==> config.mk <==
export PLATFORM = sky130hd
export DESIGN_NAME = onewire_slot_decoder
export DESIGN_NICKNAME = d
export VERILOG_FILES = /design/src/rtl/onewire_slot_decoder.sv
export SDC_FILE = /design/constraint.sdc
export NUM_CORES = 1
export LEC_CHECK = 0
export ABC_AREA = 1
export BUFFER_PORTS_ARGS = -buffer_cell sky130_fd_sc_hd__clkbuf_2
export CAP_MARGIN = 20
export CORE_MARGIN = 1.5
export CORE_UTILIZATION = 45
export DETAILED_ROUTE_END_ITERATION = 8
export RECOVER_POWER = 25
export SYNTH_ARGS = -nofsm -noshare
export SYNTH_HDL_FRONTEND = slang
export SYNTH_SLANG_ARGS = --single-unit
==> constraint.sdc <==
create_clock -name clk -period 1.7 [get_ports clk]
set_input_delay 0.34 -clock clk [delete_from_list [all_inputs] [get_ports clk]]
set_output_delay 0.34 -clock clk [all_outputs]
set_load 0.03 [all_outputs]
==> src/rtl/onewire_slot_decoder.sv <==
// 1-Wire slot timer/classifier for the virtual DS2431 slave.
// Decodes write/read slots and answers reset pulses with presence.
module onewire_slot_decoder #(
  parameter int CNT_W       = 13,
  parameter int T_MIN_LOW   = 5,
  parameter int T_SAMPLE    = 300,
  parameter int T_READ_HOLD = 300,
  parameter int T_RESET_MIN = 4000,
  parameter int T_PD_WAIT   = 300,
  parameter int T_PD_LOW    = 1200
) (
  input  logic clk,
  input  logic nRst,
  input  logic fall,
  input  logic dq_in,
  input  logic tx_en,
  input  logic tx_bit,
  output logic dq_pull,
  output logic bit_valid,
  output logic bit_val,
  output logic tx_done,
  output logic reset_det,
  output logic presence_done,
  output logic busy
);

  typedef enum logic [2:0] {
    IDLE,
    SLOT,
    PD_WAIT,
    PD_DRIVE,
    PD_RECOVER
  } state_t;

  localparam logic [CNT_W-1:0] MIN_LOW = CNT_W'(T_MIN_LOW);
  localparam logic [CNT_W-1:0] SAMPLE  = CNT_W'(T_SAMPLE);
  localparam logic [CNT_W-1:0] HOLD_M1 = CNT_W'(T_READ_HOLD - 1);
  localparam logic [CNT_W-1:0] RST_MIN = CNT_W'(T_RESET_MIN);
  localparam logic [CNT_W-1:0] RST_M1  = CNT_W'(T_RESET_MIN - 1);
  localparam logic [CNT_W-1:0] PDW_M1  = CNT_W'(T_PD_WAIT - 1);
  localparam logic [CNT_W-1:0] PDL_M1  = CNT_W'(T_PD_LOW - 1);
  localparam logic [CNT_W-1:0] CNT_MAX = '1;

  state_t           state, state_n;
  logic [CNT_W-1:0] cnt, cnt_n, cnt_inc;
  logic             ten_q, ten_n;
  logic             tbit_q, tbit_n;
  logic             sample, sample_n;
  logic             dq_pull_n;
  logic             bit_valid_n, bit_val_n;
  logic             tx_done_n, reset_det_n;
  logic             presence_done_n, busy_n;

  assign cnt_inc = (cnt == CNT_MAX) ? cnt : cnt + 1'b1;

  always_ff @(posedge clk or negedge nRst) begin
    if (!nRst) begin
      state         <= IDLE;
      cnt           <= '0;
      ten_q         <= 1'b0;
      tbit_q        <= 1'b0;
      sample        <= 1'b0;
      dq_pull       <= 1'b0;
      bit_valid     <= 1'b0;
      bit_val       <= 1'b0;
      tx_done       <= 1'b0;
      reset_det     <= 1'b0;
      presence_done <= 1'b0;
      busy          <= 1'b0;
    end else begin
      state         <= state_n;
      cnt           <= cnt_n;
      ten_q         <= ten_n;
      tbit_q        <= tbit_n;
      sample        <= sample_n;
      dq_pull       <= dq_pull_n;
      bit_valid     <= bit_valid_n;
      bit_val       <= bit_val_n;
      tx_done       <= tx_done_n;
      reset_det     <= reset_det_n;
      presence_done <= presence_done_n;
      busy          <= busy_n;
    end
  end

  always_comb begin
    state_n         = state;
    cnt_n           = cnt_inc;
    ten_n           = ten_q;
    tbit_n          = tbit_q;
    sample_n        = sample;
    dq_pull_n       = dq_pull;
    bit_valid_n     = 1'b0;
    bit_val_n       = bit_val;
    tx_done_n       = 1'b0;
    reset_det_n     = 1'b0;
    presence_done_n = 1'b0;
    unique case (state)
      IDLE: begin
        cnt_n = cnt;
        if (fall) begin
          state_n   = SLOT;
          cnt_n     = '0;
          ten_n     = tx_en;
          tbit_n    = tx_bit;
          dq_pull_n = tx_en && !tx_bit;
        end
      end
      SLOT: begin
        if (ten_q && !tbit_q && cnt == HOLD_M1)
          dq_pull_n = 1'b0;
        if (!ten_q && cnt == SAMPLE)
          sample_n = dq_in;
        // slot ends only once our own drive is off and the bus is high
        if (dq_in && !dq_pull) begin
          state_n   = IDLE;
          dq_pull_n = 1'b0;
          if (cnt < MIN_LOW) begin
            state_n = IDLE;
          end else if (cnt >= RST_MIN) begin
            reset_det_n = 1'b1;
            state_n     = PD_WAIT;
            cnt_n       = '0;
          end else if (ten_q) begin
            tx_done_n = 1'b1;
          end else begin
            bit_valid_n = 1'b1;
            bit_val_n   = (cnt > SAMPLE) ? sample : 1'b1;
          end
        end
      end
      PD_WAIT: begin
        if (cnt == PDW_M1) begin
          dq_pull_n = 1'b1;
          state_n   = PD_DRIVE;
          cnt_n     = '0;
        end
      end
      PD_DRIVE: begin
        if (cnt == PDL_M1) begin
          dq_pull_n = 1'b0;
          state_n   = PD_RECOVER;
          cnt_n     = '0;
        end
      end
      PD_RECOVER: begin
        if (dq_in) begin
          presence_done_n = 1'b1;
          state_n         = IDLE;
        end else if (cnt == RST_M1) begin
          // master is holding a fresh reset: resume timing it as a slot
          state_n = SLOT;
          cnt_n   = RST_MIN;
          ten_n   = 1'b0;
          tbit_n  = 1'b0;
        end
      end
      default: begin
        state_n   = IDLE;
        dq_pull_n = 1'b0;
      end
    endcase
    busy_n = (state_n != IDLE);
  end

endmodule

==> metrics.csv <==
metric,value,unit
finalSetupViolCount,0,
crit_arrival,1.78,ns
grt_pass1_vias,1628,
reg2reg_to,cnt[0],
fp.dieH,67.0,um
start_util,46.5,%
synth_cells,279,
worst_pin_slew,1.38,ns
antenna_found_initial,0,
clock_sinks,26,
cts_root_buffer,clkbuf_8,
via_per_inst,5.10,
cp-start-kind,register,
vias,1810,
die_x,67.0,um
port_buffers,12,
drt-initial-drc-count,110,
crit_path_max_fanout,7,
cts-buffers-inserted,3,
r2r_slack,0.09,ns
ant_nets,0,
synth_area,0.00185,sq mm
min_to,tbit_q,
wl_per_cell,12.9,um
clk_transition_reported_paths,0.10,ns
antenna_cells,0,
worst_path_largest_cell_delay,0.46,ns
syn_area_per_cell,6.61,sq um
fin_crit_sh,94.5,%
p_leak,1.16,nW
timing.fmax,0.622,GHz
relSlewSlack,7.72,%
whs,0.311,ns
path_common_cell,nand2_1,
finalCriticalPeriod,1.61,ns
hpwlAfterDp,3330,um
power_density,922,mW/mm^2
hold_viol,0,
crit_type,register to register,
synth_seq_cells,26,
crit_path_cell_trace,nand2_2 -> nor2_4 -> nand2_2 -> nand2_1 -> nand2_1 -> nand2_1 -> nand2_1 -> nor2_4 -> nor2_1,
worstSkewPairLatency,0.28,ns
synth_warnings,0,
r2r_start,cnt[9],
end_kind,register,
grt_pass1_wl,7580,um
place_congestion,0.885,
syn-num-nets,287,
grt_max_degree,27,
gr-total-overflow,0,
holdPathStages,3,
fin_skew,0.00171,ns
num_rows,23,
holdCritStartpoint,tx_bit,
drive_above_1_share,23.3,%
cpMaxStageDelayCell,dfrtp_2,
postCtsHoldBufs,0,
clk_path_buf_depth,2,
hp-class,input port to register,
drt_first_pass_iters,4,
nets,314,
htree_levels,1,
ir_drop,0.000579,V
cts_tree,done,
syn2layout_area_growth,18.2,%
slew_violations,0,
io_pins,13,
rr_worst_depth,9,
synth_cell_types,24,
dieArea,0.00449,sq mm
grt_usage,22.0,%
crit_required,1.87,ns
drt-total-wl,4580,um
finalSetupTns,0,ns
drc,0,
core_area,0.00397,sq mm
maxCapViolCount,0,
status,"complete, no violations",
ys_seq_area_share,35.3,%
## area by class of cell
class,count,area (sq um)
timing repair buffer,27,171
clock inverter,1,30.0
multi-input combinational,209,1070
tap,50,62.6
clock buffer,3,41.3
sequential,26,661
inverter,39,146
fill,386,1790
## repair_timing
item	4_1_cts	5_1_grt
resized for setup	1	16
setup buffers	0	6
endpoints found under the hold margin	0	0
endpoints found under the setup margin	12	15
pin swaps	1	2
## report_power, final
group          leakage [nW]  switching [W]  internal, W
Clock                0.0357       0.000218     0.000316
Combinational         0.785       0.000456     0.000243
Sequential            0.337      0.0000719     0.000707
## layer usage
metal	GRT usage, %	vias to the layer above	wire [um]
met1	33.6	819	2280
met3	2.36	6	235
met2	31.9	60	2010
met5	0	-	0
met4	6.38	0	54
li1	-	925	-
## worst max path at each step
stage	start	end	slack, ns	cells after the start
3_5_place_dp	cnt[1]	cnt[0]	-0.03	8
6_report	cnt[9]	cnt[0]	0.09	9
4_1_cts	cnt[1]	cnt[7]	0.002	8
2_1_floorplan	cnt[0]	cnt[0]	0.15	8
5_1_grt	cnt[9]	cnt[3]	-0.02	9
3_3_place_gp	cnt[1]	cnt[0]	-0.02	8
## Yosys cell counts
library cell  count  area [sq um]
nand2_1          88           330
nor2_1           38           143
inv_1            35           131
dfrtp_1          26           651
nand3_1          22           110
nand4_1          10          62.6
nand2_2           7          43.8
xor2_1            6          52.6
a21oi_1           5          25.0
buf_2             5          25.0
nor2_2            5          31.3
nor3_1            5          25.0
o21ai_0           5          25.0
inv_2             4          15.0
nor2_4            4          45.0
a21oi_2           2          17.5
ha_1              2          25.0
nand3_2           2          20.0
nand3b_1          2          15.0
nor3_2            2          20.0
a31o_2            1          8.76
nand2_4           1          11.3
o211ai_1          1          7.51
o21ai_1           1          5.00
## worst max-delay path: cells and delay by family, from the launching register on
family,cells,cell delay [ns]
AND/OR/NAND/NOR,9,1.04
flip-flops,1,0.46
## state kept, by name, indices dropped and copies added (netlist names)
name	flops
bit_val	1
bit_valid	1
busy	1
cnt	13
dq_pull	1
presence_done	1
reset_det	1
sample	1
state	3
tbit_q	1
ten_q	1
tx_done	1
## cells in the final DEF, fill, tap and decap left out, drive strengths merged
cell,instances
a21oi,7
a31o,1
buf,15
bufinv,1
clkbuf,15
dfrtp,26
ha,2
inv,39
nand2,96
nand3,24
nand3b,2
nand4,10
nor2,47
nor3,7
o211ai,1
o21ai,6
xor2,6
## kinds of logic (layout without fill, tap and decap cells)
kind of cell / Yosys count / after routing / share of synthesized area (%)
flops: 26 / 26 / 35.3
buf+inv: 44 / 70 / 9.29
simple gates: 186 / 186 / 46.4
xor+xnor: 6 / 6 / 2.85
fa+ha+maj: 2 / 2 / 1.36
compound gates: 15 / 15 / 4.81
## metrics by stage
stage,power (W),util (%),setup slack [ns],instances,instance area (sq um)
4_1_cts,0.00198,52.5,0.00241,349,2080
3_5_place_dp,0.00145,50.6,-0.0267,345,2010
6_report,0.00201,54.9,0.0931,355,2180
2_1_floorplan,0.00121,-,0.152,279,1850
3_3_place_gp,0.00144,50.6,-0.0155,345,2010
5_1_grt,0.00214,54.9,-0.0171,355,2180
Note: power is estimated with default switching activity, not from simulation.
